$ cat config.mk
export PLATFORM = sky130hd
export DESIGN_NAME = mem_port_scheduler
export DESIGN_NICKNAME = d
export VERILOG_FILES = /design/src/rtl/mem_port_scheduler.sv
export SDC_FILE = /design/constraint.sdc
export NUM_CORES = 1
export LEC_CHECK = 0
export CORE_AREA = 2 2 276 278
export CTS_CLUSTER_SIZE = 25
export DETAILED_ROUTE_END_ITERATION = 7
export DIE_AREA = 0 0 278 280
export SYNTH_ARGS = -nofsm -noshare
export SYNTH_HDL_FRONTEND = slang
export SYNTH_SLANG_ARGS = --single-unit
$ cat constraint.sdc
create_clock -name clk_i -period 32.3 [get_ports clk_i]
set_input_delay 6.46 -clock clk_i [delete_from_list [all_inputs] [get_ports clk_i]]
set_output_delay 6.46 -clock clk_i [all_outputs]
set_load 0.005 [all_outputs]
$ cat src/rtl/mem_port_scheduler.sv
// Round-robin scheduler sharing one memory port between L2 line traffic and uncached I/O words.
// Define MEM_SCHED_STATS_EN to add grant and busy-cycle counter outputs.
module mem_port_scheduler #(
  parameter int ADDR_W      = 32,
  parameter int LINE_W      = 128,
  parameter int WORD_W      = 32,
  parameter int TIMEOUT_CYC = 1024
) (
  input  logic                clk_i,
  input  logic                rst_i,
  input  logic                l2_req_valid_i,
  input  logic                l2_req_rw_i,
  input  logic [ADDR_W-1:0]   l2_req_addr_i,
  input  logic [LINE_W-1:0]   l2_req_wdata_i,
  output logic                l2_done_o,
  output logic [LINE_W-1:0]   l2_rdata_o,
  input  logic                io_req_valid_i,
  input  logic                io_req_rw_i,
  input  logic [ADDR_W-1:0]   io_req_addr_i,
  input  logic [WORD_W-1:0]   io_req_wdata_i,
  input  logic [3:0]          io_req_be_i,
  output logic                io_done_o,
  output logic [WORD_W-1:0]   io_rdata_o,
  output logic                mem_valid_o,
  output logic                mem_rw_o,
  output logic [ADDR_W-1:0]   mem_addr_o,
  output logic [LINE_W-1:0]   mem_wdata_o,
  output logic [LINE_W/8-1:0] mem_be_o,
  input  logic                mem_ready_i,
  input  logic [LINE_W-1:0]   mem_rdata_i,
`ifdef MEM_SCHED_STATS_EN
  output logic [31:0]         l2_grants_o,
  output logic [31:0]         io_grants_o,
  output logic [31:0]         busy_cycles_o,
`endif
  output logic                timeout_o
);

  localparam int BE_W   = LINE_W / 8;
  localparam int OFF_W  = $clog2(BE_W);
  localparam int LANES  = LINE_W / WORD_W;
  localparam int LANE_W = OFF_W - 2;
  localparam logic [15:0] TO_LAST = (TIMEOUT_CYC == 0) ? 16'd0 : 16'(TIMEOUT_CYC - 1);
  localparam logic TO_EN = (TIMEOUT_CYC != 0);

  localparam logic [1:0] S_IDLE = 2'd0;
  localparam logic [1:0] S_BUSY = 2'd1;
  localparam logic [1:0] S_RESP = 2'd2;

  logic [1:0]        r_state;
  logic              r_rr;
  logic              r_owner_io;
  logic              r_rw;
  logic [ADDR_W-1:0] r_addr;
  logic [LINE_W-1:0] r_wdata;
  logic [BE_W-1:0]   r_be;
  logic [LANE_W-1:0] r_lane;
  logic [15:0]       r_cnt;
  logic              r_timeout;
  logic [LINE_W-1:0] r_l2_rdata;
  logic [WORD_W-1:0] r_io_rdata;

  logic              w_idle;
  logic              w_grant_l2;
  logic              w_grant_io;
  logic              w_to_hit;
  logic [ADDR_W-1:0] w_l2_addr;
  logic [ADDR_W-1:0] w_io_addr;
  logic [LANE_W-1:0] w_io_lane;
  logic [BE_W-1:0]   w_io_be;
  logic [LINE_W-1:0] w_io_wdata;
  logic [WORD_W-1:0] w_lane_rdata;
  logic              w_unused;

  // Arbitration: a lone requester always wins; on contention r_rr picks (0 = L2, 1 = I/O)
  assign w_idle     = (r_state == S_IDLE);
  assign w_grant_l2 = w_idle && l2_req_valid_i && (!io_req_valid_i || !r_rr);
  assign w_grant_io = w_idle && io_req_valid_i && (!l2_req_valid_i || r_rr);
  assign w_to_hit   = TO_EN && (r_cnt == TO_LAST);

  assign w_l2_addr    = {l2_req_addr_i[ADDR_W-1:OFF_W], {OFF_W{1'b0}}};
  assign w_io_addr    = {io_req_addr_i[ADDR_W-1:2], 2'b00};
  assign w_io_lane    = io_req_addr_i[OFF_W-1:2];
  assign w_io_be      = BE_W'(io_req_be_i) << {w_io_lane, 2'b00};
  assign w_io_wdata   = {LANES{io_req_wdata_i}};
  assign w_lane_rdata = mem_rdata_i[int'(r_lane)*WORD_W +: WORD_W];
  assign w_unused     = ^{io_req_addr_i[1:0], l2_req_addr_i[OFF_W-1:0]};

  always_ff @(posedge clk_i or posedge rst_i) begin
    if (rst_i) begin
      r_state    <= S_IDLE;
      r_rr       <= 1'b0;
      r_owner_io <= 1'b0;
      r_rw       <= 1'b0;
      r_addr     <= '0;
      r_wdata    <= '0;
      r_be       <= '0;
      r_lane     <= '0;
      r_cnt      <= '0;
      r_timeout  <= 1'b0;
      r_l2_rdata <= '0;
      r_io_rdata <= '0;
    end else begin
      case (r_state)
        S_IDLE: begin
          if (w_grant_l2) begin
            r_state    <= S_BUSY;
            r_rr       <= 1'b1;
            r_owner_io <= 1'b0;
            r_rw       <= l2_req_rw_i;
            r_addr     <= w_l2_addr;
            r_wdata    <= l2_req_wdata_i;
            r_be       <= '1;
            r_lane     <= '0;
            r_cnt      <= '0;
          end else if (w_grant_io) begin
            r_state    <= S_BUSY;
            r_rr       <= 1'b0;
            r_owner_io <= 1'b1;
            r_rw       <= io_req_rw_i;
            r_addr     <= w_io_addr;
            r_wdata    <= w_io_wdata;
            r_be       <= w_io_be;
            r_lane     <= w_io_lane;
            r_cnt      <= '0;
          end
        end
        // A ready pulse in the same cycle as the timeout limit still completes normally
        S_BUSY: begin
          if (mem_ready_i) begin
            r_state <= S_RESP;
            if (!r_rw) begin
              if (r_owner_io) r_io_rdata <= w_lane_rdata;
              else            r_l2_rdata <= mem_rdata_i;
            end
          end else if (w_to_hit) begin
            r_state   <= S_RESP;
            r_timeout <= 1'b1;
            if (r_owner_io) r_io_rdata <= '0;
            else            r_l2_rdata <= '0;
          end else begin
            r_cnt <= r_cnt + 16'd1;
          end
        end
        S_RESP:  r_state <= S_IDLE;
        default: r_state <= S_IDLE;
      endcase
    end
  end

  assign mem_valid_o = (r_state == S_BUSY);
  assign mem_rw_o    = r_rw;
  assign mem_addr_o  = r_addr;
  assign mem_wdata_o = r_wdata;
  assign mem_be_o    = r_be;
  assign l2_done_o   = (r_state == S_RESP) && !r_owner_io;
  assign io_done_o   = (r_state == S_RESP) && r_owner_io;
  assign l2_rdata_o  = r_l2_rdata;
  assign io_rdata_o  = r_io_rdata;
  assign timeout_o   = r_timeout;

`ifdef MEM_SCHED_STATS_EN
  logic [31:0] r_l2_grants;
  logic [31:0] r_io_grants;
  logic [31:0] r_busy_cycles;

  always_ff @(posedge clk_i or posedge rst_i) begin
    if (rst_i) begin
      r_l2_grants   <= '0;
      r_io_grants   <= '0;
      r_busy_cycles <= '0;
    end else begin
      if (w_grant_l2) r_l2_grants   <= r_l2_grants + 32'd1;
      if (w_grant_io) r_io_grants   <= r_io_grants + 32'd1;
      if (!w_idle)    r_busy_cycles <= r_busy_cycles + 32'd1;
    end
  end

  assign l2_grants_o   = r_l2_grants;
  assign io_grants_o   = r_io_grants;
  assign busy_cycles_o = r_busy_cycles;
`endif

endmodule

# Word-level counts from Yosys, hierarchy flattened
# Cells that the tools add are included.
[word_totals]
in_bits = 363
elab_cells = 81
ff_bits = 360
out_inout_bits = 341
[classes]
n_reduce_logical = 22
n_eq_ne = 8
n_addsub = 1
n_shift = 2
n_mux = 34
n_bitwise = 2
[op_table]
columns = ["op", "count"]
rows = [
  ["$mux 128", 7],
  ["$mux 32", 7],
  ["$shiftx 128x8->32", 1],
  ["$mux 16", 6],
  ["$pmux 16 s2", 1],
  ["$add 16x1->16 const B", 1],
  ["$eq 16x10->1 const B", 1],
  ["$shl 4x4->16", 1],
  ["$mux 2", 6],
  ["$reduce_and 4->1", 3],
  ["$logic_and 1x1->1", 6],
  ["$mux 1", 6],
  ["$ne 2x2->1 const B", 3],
  ["$ne 3x1->1 const B", 2],
  ["$reduce_bool 2->1", 3],
  ["$logic_not 1->1", 4],
  ["$pmux 2 s2", 1],
  ["$reduce_and 2->1", 2],
  ["$reduce_and 3->1", 1],
  ["$eq 2x1->1 const B", 1],
  ["$eq 2x2->1 const B", 1],
  ["$logic_not 2->1", 1],
  ["$logic_or 1x1->1", 2],
  ["$not 1->1", 2],
]

# Logic depth before layout (Yosys ltp)
[depth]
ltp_word = 6
mapped_depth = 8
mapped_depth_nobuf = 6

# Least setup slack after synthesis
# Ideal clock, no wire load.
[synth_path]
path_kind = "in2reg"
start = "input port io_req_valid_i"
end = "register r_wdata[10], in the netlist mem_wdata_o[10]"
arrival_time_ns = 7.564
setup_ns = 0.083
slack_ns = 24.654
t_required_ns = 32.217
n_path_buf = 2
path_stages = 7
cell_sequence = "nand2_1 -> nand2_1 -> nor3_2 -> clkbuf_1 -> clkbuf_1 -> a21oi_1 -> o21ai_0"
[synth_between]
elab_chain_len = 5
word_cells_on_any_way = 8
cone_classes = "mux: 1; reduce/logical: 7"
[synth_rtl]
columns = ["element", "line", "rtl"]
rows = [
  ["start, declared", "17", "input logic io_req_valid_i,"],
  ["$logic_not 1->1", "77", "assign w_grant_l2 = w_idle && l2_req_valid_i && (!io_req_valid_i || !r_rr);"],
  ["$logic_or 1x1->1", "77", ""],
  ["$logic_and 1x1->1", "77", ""],
  ["$reduce_bool 2->1 (no line)", "-", ""],
  ["$reduce_and 2->1 (no line)", "-", ""],
  ["end signal, assigned", "112", "r_wdata <= l2_req_wdata_i;"],
  ["end signal, assigned", "122", "r_wdata <= w_io_wdata;"],
  ["end, declared", "55", "logic [LINE_W-1:0] r_wdata;"],
]
# Parallel ways exist; a longest one is shown, timed or not.
# A chain may end at the register's enable or synchronous reset.

==> impl_metrics.yaml <==
worst_hold_path:
  hp-class: "reg -> reg"
  hold_depth: 1
setup_path:
  required_ns: 32.75
  worstSetupStartpointType: "input pin"
  crit_arrival_ns: 9.92
  crit_type: "in -> async"
  reg2reg_depth: 5
  endpoint_kind: "asynchronous set/reset pin"
  worstPathMaxFanout: 106
timing:
  drv_slew: 0
  tightest_slew_ns: 1.18
  skew_ns: 0.0210
  period_minus_slack_ns: 9.47
  setup_viol: 0
  relSlewSlack_pct: 21.1
  holdWs_ns: 0.471
  fmax_mhz: 106
  hold_viol: 0
  finalCritPeriodShare_pct: 29.3
  grt_setup_unrepaired: "no"
  setup_ws_ns: 22.83
  setup_tns_ns: 0
final_layout:
  syn_to_final_growth_pct: 60.4
  post_route_cells_drive_above_1_share_pct: 6.49
  fin_cells: 3019
  fin_util_pct: 32.3
  final_common_cell: "clkdlybuf4s50_1"
  final_nets: 2367
  final_cell_mix: "clkdlybuf4s50_1 (695), dfrtp_1 (354), nand2_1 (186)"
  fillCellCount: 7552
  seqCellArea_um2: 8910
  multi_input_area_um2: 5520
  finish.instance_area_um2: 24300
cts:
  clk_path_buf_depth: 3
  cts_tree: "built"
  cts_hold_buf: 0
  cts_resized: 0
  clkSinkCount: 356
  post_cts_buffers: 0
  clkLatencyLatePin_ns: 0.56
  ctsRootBufferMaster: "clkbuf_16"
  clkSlewWorstSetupHoldPaths_ns: 0.06
  cts_buffers: 43
  htreeDepth: 2
power_and_ir_drop:
  finalPower_mw: 2.22
  p_per_area_nw_per_um2: 91.4
  vdd_drop_max_mv: 0.0500
  p_leak_nw: 10.0
drt:
  first_pass_iters: 5
  remaining_drc_errors: 0
  wirelength_mm: 65.4
  wl_per_cell_um: 21.7
  via_count: 13700
  drtIter0Drc: 859
  avgViaCountPerCell: 4.54
  ant_nets: 0
logic_synthesis:
  yosys_warnings: 0
  synth_edf_count: 0
  yosysTopAreaCellShare_pct: 58.9
  syn_area_um2: 15100
  yosysTopAreaCell: "dfrtp_1"
  syn_avg_cell_area_um2: 11.2
  ys_seq_area_share_pct: 58.9
  ys_seq_elements: 356
  synth.distinct_cells: 46
  syn_inst: 1357
  synth_top_flop_cell: "dfrtp_1"
  async_flop_share_pct: 100
  synth.area.top_cells: "dfrtp_1 (59%), a22o_1 (9.4%), a21oi_1 (5.9%), o21ai_0 (5.1%), mux4_2 (4.8%)"
floorplan:
  io_pins: 704
  die_w_um: 278
  coreArea_um2: 75200
  start_util_pct: 20.1
  dieArea_um2: 77800
  chipHeight_um: 280
  rows: 101
placed_design:
  post-place-ws_ns: 21.98
  dp_hpwl_mm: 49.2
  place_inst: 2936
  place_area_um2: 22800
  place_congestion: 0.832
  io_buffer_count: 695
global_route:
  grt-ovfl-total: 0
  grt_start_max_net_pins: 286
  grt_pass1_wl_mm: 94.8
  antenna_found_initial: 18
  grt_usage_pct: 16.2
  grt_pass1_vias: 14100
run_status:
  status: "finished, final reports clean"
job:
  maxCapViolCount: 0
## area by class of cell
class / count / area share, %
Tap cell: 978 / 5.04
Clock buffer: 58 / 5.00
Multi-Input combinational cell: 887 / 22.7
Clock inverter: 17 / 1.15
Sequential cell: 356 / 36.7
Antenna cell: 8 / 0.0825
Timing Repair Buffer: 709 / 29.1
Inverter: 6 / 0.124
## layer usage
metal | track usage [%] | vias up | wire length, µm
met5 | 0 | - | 62
met3 | 5.76 | 117 | 6090
met2 | 27.4 | 694 | 32000
li1 | - | 6210 | -
met1 | 18.5 | 6676 | 24800
met4 | 6.69 | 10 | 2470
## worst max-delay path, stage by stage
cell	delay [ns]
clkdlybuf4s50_1	0.49
inv_8	0.52
buf_4	0.76
buf_4	0.65
buf_4	0.91
## cells by family (layout without fill, tap and decap cells)
kind of cell / Yosys count / count (layout) / synth area share, %
compound gates: 534 / 534 / 22.0
fa+ha+maj: 1 / 1 / 0.0827
buf+inv: 115 / 790 / 4.89
flops: 356 / 356 / 58.9
mux: 32 / 32 / 4.76
other cells: 1 / 10 / 0.0248
simple gates: 318 / 318 / 9.39
## flip-flops by register name, summed over array words and instances, names as in the netlist
name and flops:
r_rr 1, mem_rw_o 1, mem_wdata_o 128, l2_rdata_o 128
mem_addr_o 29, mem_be_o 16, timeout_o 1, r_owner_io 1
r_cnt 16, r_lane 1, io_rdata_o 32, r_state 2
## where the power goes
| part | total [mW] | switching [mW] | internal, mW |
|---|---|---|---|
| combinational | 0.942 | 0.416 | 0.526 |
| clock | 0.521 | 0.202 | 0.319 |
| sequential | 0.755 | 0.115 | 0.640 |
| total | 2.22 | 0.733 | 1.48 |
## Yosys cell counts, drive strengths merged (2+ instances only)
library cell  number
dfrtp            356
nand2            187
o21ai            183
a21oi            178
a22o             162
buf               65
nor2              60
clkbuf            44
and2              36
mux4              32
nand3             11
inv                6
and3               5
nor3               5
a21o               3
nand2b             3
nand4              3
o31ai              3
a31oi              2
nor2b              2
## path summary, 6_finish.rpt
path                       startpoint               to  slack (ns)
setup reg to reg           r_state[1]   l2_rdata_o[16]       29.33
hold / removal              timeout_o        timeout_o        0.47
max in group clk_i         r_state[1]      mem_valid_o       23.45
hold reg to reg             timeout_o        timeout_o        0.47
setup / recovery                rst_i    mem_addr_o[3]       22.83
min in group asynchronous       rst_i  mem_wdata_o[97]        6.44
(Power assumes the default switching activity.)
